<file path="src/rtl/rf_wb_pkg.sv">
// rf_wb_pkg: shared constants and types for the register-file write-back controller
package rf_wb_pkg;

    localparam int DATA_W   = 32;
    localparam int ADDR_W   = 5;
    localparam int FIFO_D   = 4;
    localparam int MAX_PEND = 4;

    typedef struct packed {
        logic [ADDR_W-1:0] addr;
        logic [DATA_W-1:0] data;
    } wb_entry_t;

    typedef enum logic {
        SRC_ALU = 1'b0,
        SRC_LNG = 1'b1
    } wb_src_e;

endpackage

</file>
<file path="src/rtl/wb_fifo.sv">
// wb_fifo: small synchronous FIFO buffering long-latency write-back results
module wb_fifo
    import rf_wb_pkg::*;
#(
    parameter int DEPTH = FIFO_D
) (
    input  logic      clk,
    input  logic      nrst,
    input  logic      push,
    input  logic      pop,
    input  wb_entry_t din,
    output wb_entry_t head,
    output logic      full,
    output logic      empty
);

    localparam int PW = $clog2(DEPTH);

    logic [PW:0] wr_ptr_q, wr_ptr_d;
    logic [PW:0] rd_ptr_q, rd_ptr_d;
    logic        push_ok, pop_ok;
    wb_entry_t   mem_q [DEPTH];

    // Status flags and pointer advance; the extra MSB distinguishes full from empty
    always_comb begin
        empty    = wr_ptr_q == rd_ptr_q;
        full     = (wr_ptr_q[PW] != rd_ptr_q[PW]) && (wr_ptr_q[PW-1:0] == rd_ptr_q[PW-1:0]);
        push_ok  = push && !full;
        pop_ok   = pop && !empty;
        wr_ptr_d = push_ok ? wr_ptr_q + (PW+1)'(1) : wr_ptr_q;
        rd_ptr_d = pop_ok ? rd_ptr_q + (PW+1)'(1) : rd_ptr_q;
        head     = mem_q[rd_ptr_q[PW-1:0]];
    end

    // Pointer registers; clearing them discards whatever was stored
    always_ff @(posedge clk or negedge nrst) begin
        if (!nrst) begin
            wr_ptr_q <= '0;
            rd_ptr_q <= '0;
        end else begin
            wr_ptr_q <= wr_ptr_d;
            rd_ptr_q <= rd_ptr_d;
        end
    end

    // Storage array, written at the tail slot
    always_ff @(posedge clk) begin
        if (push_ok) mem_q[wr_ptr_q[PW-1:0]] <= din;
    end

endmodule

</file>
<file path="src/rtl/rf_wb_ctrl.sv">
// rf_wb_ctrl: merges ALU and long-latency results onto the RF write port and tracks pending long writes
module rf_wb_ctrl
    import rf_wb_pkg::*;
(
    input  logic              clk,
    input  logic              nrst,
    input  logic              iss_valid,
    input  logic [ADDR_W-1:0] iss_rd,
    output logic              iss_ready,
    input  logic [ADDR_W-1:0] q_addrA,
    input  logic [ADDR_W-1:0] q_addrB,
    output logic              q_busyA,
    output logic              q_busyB,
    input  logic              alu_valid,
    input  logic [ADDR_W-1:0] alu_addr,
    input  logic [DATA_W-1:0] alu_data,
    input  logic              lng_valid,
    output logic              lng_ready,
    input  logic [ADDR_W-1:0] lng_addr,
    input  logic [DATA_W-1:0] lng_data,
    output logic              wr_en,
    output logic [ADDR_W-1:0] wr_addr,
    output logic [DATA_W-1:0] wr_data,
    output logic              err
);

    localparam int NREG = 2 ** ADDR_W;
    localparam int PCW  = $clog2(MAX_PEND + 1);

    logic [NREG-1:0]   busy_q, busy_d;
    logic [PCW-1:0]    pend_cnt_q, pend_cnt_d;
    logic              wr_en_q, wr_en_d;
    logic [ADDR_W-1:0] wr_addr_q, wr_addr_d;
    logic [DATA_W-1:0] wr_data_q, wr_data_d;
    wb_src_e           src_q, src_d;
    logic              err_q, err_d;
    logic              hold_q, hold_d;
    logic [ADDR_W-1:0] lng_addr_q, lng_addr_d;

    logic              iss_set, lng_clr;
    logic              push, pop, full, empty, any_sel;
    logic              alu_err, push_err, hold_err;
    logic [ADDR_W-1:0] sel_addr;
    logic [DATA_W-1:0] sel_data;
    wb_entry_t         din, head;

    wb_fifo #(.DEPTH(FIFO_D)) u_fifo (
        .clk   (clk),
        .nrst  (nrst),
        .push  (push),
        .pop   (pop),
        .din   (din),
        .head  (head),
        .full  (full),
        .empty (empty)
    );

    // Issue acceptance, hazard queries, and scoreboard set/clear strobes
    always_comb begin
        iss_ready = (iss_rd == '0) || (!busy_q[iss_rd] && pend_cnt_q < PCW'(MAX_PEND));
        iss_set   = iss_valid && iss_ready && iss_rd != '0;
        lng_clr   = wr_en_q && src_q == SRC_LNG;
        q_busyA   = busy_q[q_addrA];
        q_busyB   = busy_q[q_addrB];
    end

    // Next scoreboard state; a clear lands on the same edge the RF commits the data
    always_comb begin
        busy_d = busy_q;
        if (lng_clr) busy_d[wr_addr_q] = 1'b0;
        if (iss_set) busy_d[iss_rd] = 1'b1;
        busy_d[0]  = 1'b0;
        pend_cnt_d = pend_cnt_q + PCW'(iss_set) - PCW'(lng_clr);
    end

    // FIFO push/pop and write-port arbitration: ALU always wins the slot
    always_comb begin
        lng_ready = !full;
        push      = lng_valid && !full;
        din       = '{addr: lng_addr, data: lng_data};
        pop       = !alu_valid && !empty;
        any_sel   = alu_valid || !empty;
        sel_addr  = alu_valid ? alu_addr : head.addr;
        sel_data  = alu_valid ? alu_data : head.data;
        wr_en_d   = any_sel && sel_addr != '0;
        wr_addr_d = any_sel ? sel_addr : wr_addr_q;
        wr_data_d = any_sel ? sel_data : wr_data_q;
        src_d     = alu_valid ? SRC_ALU : SRC_LNG;
    end

    // Protocol checks feeding the sticky error flag
    always_comb begin
        alu_err    = alu_valid && busy_q[alu_addr];
        push_err   = push && lng_addr != '0 && !busy_q[lng_addr];
        hold_err   = hold_q && lng_valid && lng_addr != lng_addr_q;
        err_d      = err_q || alu_err || push_err || hold_err;
        hold_d     = lng_valid && full;
        lng_addr_d = lng_addr;
    end

    // Scoreboard and outstanding-op counter
    always_ff @(posedge clk or negedge nrst) begin
        if (!nrst) begin
            busy_q     <= '0;
            pend_cnt_q <= '0;
        end else begin
            busy_q     <= busy_d;
            pend_cnt_q <= pend_cnt_d;
        end
    end

    // Registered write port with its source tag
    always_ff @(posedge clk or negedge nrst) begin
        if (!nrst) begin
            wr_en_q   <= 1'b0;
            wr_addr_q <= '0;
            wr_data_q <= '0;
            src_q     <= SRC_ALU;
        end else begin
            wr_en_q   <= wr_en_d;
            wr_addr_q <= wr_addr_d;
            wr_data_q <= wr_data_d;
            src_q     <= src_d;
        end
    end

    // Error flag and stalled-producer tracking for the hold check
    always_ff @(posedge clk or negedge nrst) begin
        if (!nrst) begin
            err_q      <= 1'b0;
            hold_q     <= 1'b0;
            lng_addr_q <= '0;
        end else begin
            err_q      <= err_d;
            hold_q     <= hold_d;
            lng_addr_q <= lng_addr_d;
        end
    end

    assign wr_en   = wr_en_q;
    assign wr_addr = wr_addr_q;
    assign wr_data = wr_data_q;
    assign err     = err_q;

endmodule

</file>
<file path="config.mk">
export PLATFORM = sky130hd
export DESIGN_NAME = rf_wb_ctrl
export DESIGN_NICKNAME = d
export VERILOG_FILES = /design/src/rtl/rf_wb_pkg.sv /design/src/rtl/wb_fifo.sv /design/src/rtl/rf_wb_ctrl.sv
export SDC_FILE = /design/constraint.sdc
export NUM_CORES = 1
export LEC_CHECK = 0
export CAP_MARGIN = 0
export CORE_ASPECT_RATIO = 0.9
export CORE_MARGIN = 2
export CORE_UTILIZATION = 25
export CTS_CLUSTER_SIZE = 25
export DETAILED_ROUTE_END_ITERATION = 8
export MAX_ROUTING_LAYER = met4
export PLACE_DENSITY_LB_ADDON = 0.15
export REMOVE_ABC_BUFFERS = 1
export SYNTH_ARGS = -nofsm -noshare
export SYNTH_HDL_FRONTEND = slang
export SYNTH_SLANG_ARGS = --single-unit
</file>
<file path="constraint.sdc">
create_clock -name clk -period 9.2 [get_ports clk]
set_clock_uncertainty 0.05 [all_clocks]
set_input_delay 1.38 -clock clk [delete_from_list [all_inputs] [get_ports clk]]
set_output_delay 1.38 -clock clk [all_outputs]
set_load 0.01 [all_outputs]
</file>
# After elaboration in Yosys (flattened, before gate mapping)
# Memories as Yosys holds them, arrays and structs flattened.
# Cells that the tools add are included.
[word_totals]
n_memories = 1
word_cells = 85
rom_bits = 0
input_bits = 94
register_bits = 86
ramBits = 148
latch_bits = 0
[classes]
order_cmp = 9
n_addsub = 4
muxes = 21
shift = 0
bitwise = 3
multipliers = 0
n_eq_ne = 4
n_reduce_logical = 32
n_div = 0
[mem_list]
columns = ["name", "words", "word_bits", "rd", "rd_clocked_by_memory_dff", "write_ports", "line", "text"]
rows = [
  ["u_fifo.mem_q", 4, 37, 1, 0, 1, "wb_fifo.sv:22", "wb_entry_t mem_q [DEPTH];"],
]
[op_table]
columns = ["op", "n"]
rows = [
  ["32-bit two-way mux", 3],
  ["5-bit by 6-bit < comparator with 1-bit output, second input constant", 6],
  ["32-bit AND", 1],
  ["32-bit NOT", 1],
  ["32-bit bitwise OR", 1],
  ["1-bit binary-select mux with 5-bit select", 5],
  ["1-bit logical AND", 18],
  ["5-bit nonzero test", 3],
  ["1-bit demux with 5-bit select", 2],
  ["5-bit by 1-bit >= comparator with 1-bit output, second input constant", 2],
  ["1-bit two-way mux", 10],
  ["3-bit by 1-bit adder with 3-bit output, second input constant", 2],
  ["1-bit logical NOT", 5],
  ["5-bit logical NOT", 1],
  ["1-bit logical OR", 5],
  ["5-bit two-way mux", 1],
  ["5-bit inequality test", 1],
  ["3-bit by 1-bit adder with 3-bit output", 1],
  ["3-bit equality test", 1],
  ["3-bit < comparator, second input constant", 1],
  ["3-bit by 1-bit subtractor with 3-bit output", 1],
  ["2-bit equality test", 1],
  ["1-bit inequality test", 1],
]

# Longest topological paths before layout
[depth]
depth_word = 9
depth_mapped = 14
mapped_depth_nobuf = 12

# By module
# A second synthesis with hierarchy kept.
[hier_totals]
hier_cells = 708
hier_area_um2 = 10809.1
[by_module_without_submodules]
columns = ["mod", "cells_each", "area_each_um2", "n_inst", "seq_area_each_um2"]
rows = [
  ["wb_fifo", 243, 5838.1, 1, 4594.4],
  ["rf_wb_ctrl", 465, 4971.0, 1, 2001.9],
]

# Worst setup path after synthesis
# OpenSTA, ideal clock, no wires.
[synth_timing]
path_type = "input-to-output"
startpoint = "input port q_addrA[0]"
endpoint = "output port q_busyA"
slack_ps = 4708
t_arrival_ps = 3062
cell_stages = 4
required_time_ps = 7770
n_path_buf = 1
path_cell_list = "clkbuf_1 mux4_2 mux4_2 mux2_2"
[synth_between]
elab_chain_len = 2
[synth_rtl]
columns = ["item", "line", "text"]
rows = [
  ["start, declared", "rf_wb_ctrl.sv:10", "input logic [ADDR_W-1:0] q_addrA,"],
  ["1-bit binary-select mux with 5-bit select", "rf_wb_ctrl.sv:63", "q_busyA = busy_q[q_addrA];"],
  ["1-bit two-way mux (not written as such)", "rf_wb_ctrl.sv:63", ""],
  ["end, declared", "rf_wb_ctrl.sv:12", "output logic q_busyA,"],
]
# Every way passes these cells. The select of a mux whose other input is x is not followed.

# Final worst setup path
[layout_timing]
startpoint = "input port iss_rd[0]"
endpoint = "output port iss_ready"
[layout_between]
elab_chain_len = 5
word_cells_on_any_way = 6
cone_classes = "2 x mux; 4 x reduce/logical"
[layout_rtl]
columns = ["item", "line", "text"]
rows = [
  ["start, declared", "rf_wb_ctrl.sv:8", "input logic [ADDR_W-1:0] iss_rd,"],
  ["1-bit binary-select mux with 5-bit select", "rf_wb_ctrl.sv:60", "iss_ready = (iss_rd == '0) || (!busy_q[iss_rd] && pend_cnt_q < PCW'(MAX_PEND));"],
  ["1-bit two-way mux (not written as such)", "rf_wb_ctrl.sv:60", ""],
  ["1-bit logical NOT", "rf_wb_ctrl.sv:60", ""],
  ["1-bit logical AND", "rf_wb_ctrl.sv:60", ""],
  ["1-bit logical OR *", "rf_wb_ctrl.sv:60", ""],
  ["end, declared", "rf_wb_ctrl.sv:9", "output logic iss_ready,"],
]
# Every way passes the cells marked *; elsewhere a longest branch is shown, timed or not. The select of a mux whose other input is x is not followed.

==> run_summary.xml <==
<?xml version="1.0" encoding="UTF-8"?>
<metrics>
  <group name="run_status">
    <metric name="outcome" unit="">finished clean</metric>
  </group>
  <group name="worst_setup_path">
    <metric name="critPathMostFrequentCell" unit="">clkdlybuf4s50_1</metric>
    <metric name="cpPeakStageDelay" unit="ns">1.01</metric>
    <metric name="critical_path.slowest_cell" unit="">clkdlybuf4s50_1</metric>
    <metric name="worst-r2r-cell-count" unit="">11</metric>
    <metric name="critical_path.cell_chain" unit="">clkdlybuf4s50_1 -&gt; mux4_2 -&gt; a221oi_4 -&gt; nand3_4 -&gt; o21ai_1 -&gt; clkdlybuf4s50_1</metric>
    <metric name="crit_arrival" unit="ns">4.61</metric>
    <metric name="critical_path.endpoint_type" unit="">primary output</metric>
    <metric name="timing_worst_setup_path_type" unit="">input port to primary output</metric>
    <metric name="critical_path.max_fanout" unit="">25</metric>
    <metric name="setup.worst_path.start_class" unit="">input port</metric>
    <metric name="worst-endpoint-required" unit="ns">7.77</metric>
  </group>
  <group name="logic_synthesis">
    <metric name="postSynthCellCount" unit="">688</metric>
    <metric name="synth-main-ff-cell" unit="">edfxtp_1</metric>
    <metric name="yosysSeqAreaShare" unit="">0.617</metric>
    <metric name="postSynthRegisterBits" unit="">234</metric>
    <metric name="synth_edf_count" unit="">148</metric>
    <metric name="asyncSetResetFlopFracSynth" unit="">0.368</metric>
    <metric name="yosys_warnings" unit="">0</metric>
    <metric name="postSynthAreaPerCell" unit="sq um">15.6</metric>
    <metric name="yosys.cell_types.count" unit="">48</metric>
    <metric name="post_synth_instance_area" unit="sq um">10700</metric>
  </group>
  <group name="clock_tree">
    <metric name="ctsHoldBuffers" unit="">0</metric>
    <metric name="clock_latency" unit="ns">0.55</metric>
    <metric name="cts-resized-gates" unit="">0</metric>
    <metric name="post-cts-setup-buffer-count" unit="">0</metric>
    <metric name="cts_htree_levels" unit="">1</metric>
    <metric name="cts-root-buf" unit="">clkbuf_16</metric>
    <metric name="clkSlewWorstSetupHoldPaths" unit="ns">0.06</metric>
    <metric name="clkSinkCount" unit="">234</metric>
    <metric name="tritoncts_clock_tree" unit="">yes</metric>
    <metric name="cts-buffers-inserted" unit="">27</metric>
    <metric name="ctsLongestPathBuffers" unit="">3</metric>
  </group>
  <group name="floorplan">
    <metric name="io-pin-count" unit="">137</metric>
    <metric name="die_area" unit="sq um">44500</metric>
    <metric name="floorplan.initialDensity" unit="">0.255</metric>
    <metric name="placement_row_count" unit="">71</metric>
    <metric name="dieHeight" unit="microns">200</metric>
    <metric name="floorplan.die.width" unit="microns">222</metric>
    <metric name="coreArea" unit="sq um">42000</metric>
  </group>
  <group name="final_layout">
    <metric name="utilization" unit="">0.321</metric>
    <metric name="layout.nets" unit="">924</metric>
    <metric name="mostFrequentLayoutCells" unit="">edfxtp_1 (148), clkdlybuf4s50_1 (134), dfrtp_1 (84)</metric>
    <metric name="commonest_non_fill_non_tap_cell_in_the_layout" unit="">edfxtp_1</metric>
    <metric name="insertedDiodeCount" unit="">0</metric>
    <metric name="filler_cell_count" unit="">4165</metric>
    <metric name="drive_above_1_share" unit="">0.184</metric>
    <metric name="layout_stage_area_growth_over_the_synthesis_result" unit="%">26.2</metric>
  </group>
  <group name="timing">
    <metric name="timing.final.crit_period" unit="ns">6.04</metric>
    <metric name="final.setup.tns" unit="ns">0</metric>
    <metric name="worst_slew_pin_slew" unit="ns">1.18</metric>
    <metric name="setup_ws_final" unit="ns">3.16</metric>
    <metric name="maxClockFrequency" unit="MHz">166</metric>
    <metric name="number_of_pins_with_negative_max_slew_slack_in_the_final_report" unit="">0</metric>
    <metric name="timing.final.crit_share" unit="">0.656</metric>
    <metric name="rsz0062_at_grt" unit="">no</metric>
    <metric name="report.final.hold_viol_count" unit="">0</metric>
    <metric name="relSlewSlack" unit="">0.211</metric>
    <metric name="setup_viol" unit="">0</metric>
  </group>
  <group name="worst_hold_path">
    <metric name="hold_path_class" unit="">flip-flop to flip-flop</metric>
    <metric name="worstHoldPathCells" unit="">1</metric>
  </group>
  <group name="pwr">
    <metric name="p_leak" unit="nW">4.80</metric>
    <metric name="pwr_density_cell" unit="nW/um^2">317</metric>
    <metric name="vdd.ir_drop.worst" unit="uV">120</metric>
  </group>
  <group name="route">
    <metric name="viasPerCell" unit="">4.74</metric>
    <metric name="antenna_violation_net_count_after_detailed_routing" unit="">0</metric>
    <metric name="dr.first_iter.drc_count" unit="">378</metric>
    <metric name="routed-via-count" unit="">6594</metric>
    <metric name="post-route-drc-count" unit="">0</metric>
    <metric name="routed_wl" unit="microns">29300</metric>
    <metric name="avgRoutedWirePerCell" unit="microns">21.1</metric>
    <metric name="firstDrtPassIters" unit="">4</metric>
  </group>
  <group name="global_route">
    <metric name="first_global_vias" unit="">7086</metric>
    <metric name="initial_antenna_violation_count" unit="">0</metric>
    <metric name="grt.total_usage" unit="">0.136</metric>
    <metric name="grt_start_max_net_pins" unit="">63</metric>
    <metric name="gr-total-overflow" unit="">0</metric>
    <metric name="grt_first_pass_wirelength" unit="microns">45100</metric>
  </group>
  <group name="placed_design">
    <metric name="io_buffers" unit="">136</metric>
    <metric name="gp_congestion" unit="">0.761</metric>
    <metric name="placement.setup.worst_slack" unit="ns">3.18</metric>
    <metric name="dp_hpwl" unit="microns">18600</metric>
  </group>
  <group name="flow_run">
    <metric name="max_cap_violations" unit="">0</metric>
  </group>
</metrics>
## routing by layer
layer	vias to the layer above	track usage	share of wire
met5	-	-	0
met4	0	0.0285	0.018
met3	38	0.0264	0.049
met2	173	0.212	0.46
met1	3410	0.185	0.47
li1	2973	-	-
## worst max-delay path, delay by kind of cell
kind                   cells  cell delay, ns
and+or+nand+nor            1            0.35
AOI/OAI and AO/OA          2            0.64
muxes                      1            0.63
buffers and inverters      2            1.59
## through the flow
stage | cell area, sq um | power, mW | std cells | hold slack (ns)
floorplan | 10500 | 2.59 | 646 | 0.406
global placement | 12600 | 3.27 | 1340 | 0.424
detailed placement | 12600 | 3.28 | 1340 | 0.421
CTS | 13500 | 4.36 | 1390 | 0.434
global route | 13500 | 4.54 | 1390 | 0.451
finish | 13500 | 4.29 | 1390 | 0.429
## cell type report
cell class                 instances  area [sq um]  area share
clock buffer                      36           719      0.0533
clock inverter                    14           153      0.0113
inverter                           7          26.3     0.00195
multi-input combinational        405          3890       0.288
sequential                       234          6600       0.489
tap                              547           684      0.0507
timing repair buffer             147          1440       0.106
## power breakdown
group          total, mW  internal, mW  switching (mW)
registers           1.76          1.45           0.310
logic               1.47         0.757           0.714
clock network       1.05         0.633           0.420
## cells by family after synthesis
logic type      synth area share
buf+inv                   0.0208
simple gates              0.0635
compound gates            0.0688
xor+xnor                  0.0115
flops                      0.617
fa+ha+maj                 0.0101
mux                        0.209
## synthesized netlist by cell type (4+ instances only)
library cell,number,area share
a21oi_1,5,0.0023
and2_1,7,0.0041
buf_1,5,0.0018
buf_2,13,0.0061
clkbuf_1,21,0.0074
dfrtp_1,86,0.20
edfxtp_1,148,0.42
ha_1,7,0.0082
inv_1,6,0.0021
mux2_2,12,0.013
mux2i_1,50,0.047
mux4_2,71,0.15
nand2_1,69,0.024
nand3_1,10,0.0047
nand3b_1,9,0.0063
nor2_1,8,0.0028
nor3_1,4,0.0019
o21ai_0,66,0.031
o21ai_1,10,0.0047
o31ai_1,9,0.0063
o31ai_2,11,0.013
xnor2_1,7,0.0057
xor2_1,7,0.0057
## final timing paths
| path | startpoint | endpoint | slack, ns |
|---|---|---|---|
| min in group asynchronous | nrst | wr_data[0] | 0.70 |
| worst max-delay path | iss_rd[0] | iss_ready | 3.16 |
| worst max register to register | busy_q[11] | pend_cnt_q[2] | 5.68 |
| worst min register to register | pend_cnt_q[0] | pend_cnt_q[0] | 0.43 |
| max in group asynchronous | nrst | u_fifo.rd_ptr_q[0] | 7.16 |
| worst min-delay path | pend_cnt_q[0] | pend_cnt_q[0] | 0.43 |
## sequential cells by signal, indices dropped and copies added (netlist names)
name and cells:
u_fifo.rd_ptr_q 3, u_fifo.mem_q 148, wr_data 32, u_fifo.wr_ptr_q 3, err 1, hold_q 1, src_q 1, pend_cnt_q 3
lng_addr_q 5, wr_en 1, busy_q 31, wr_addr 5
(Power assumes the default switching activity.)
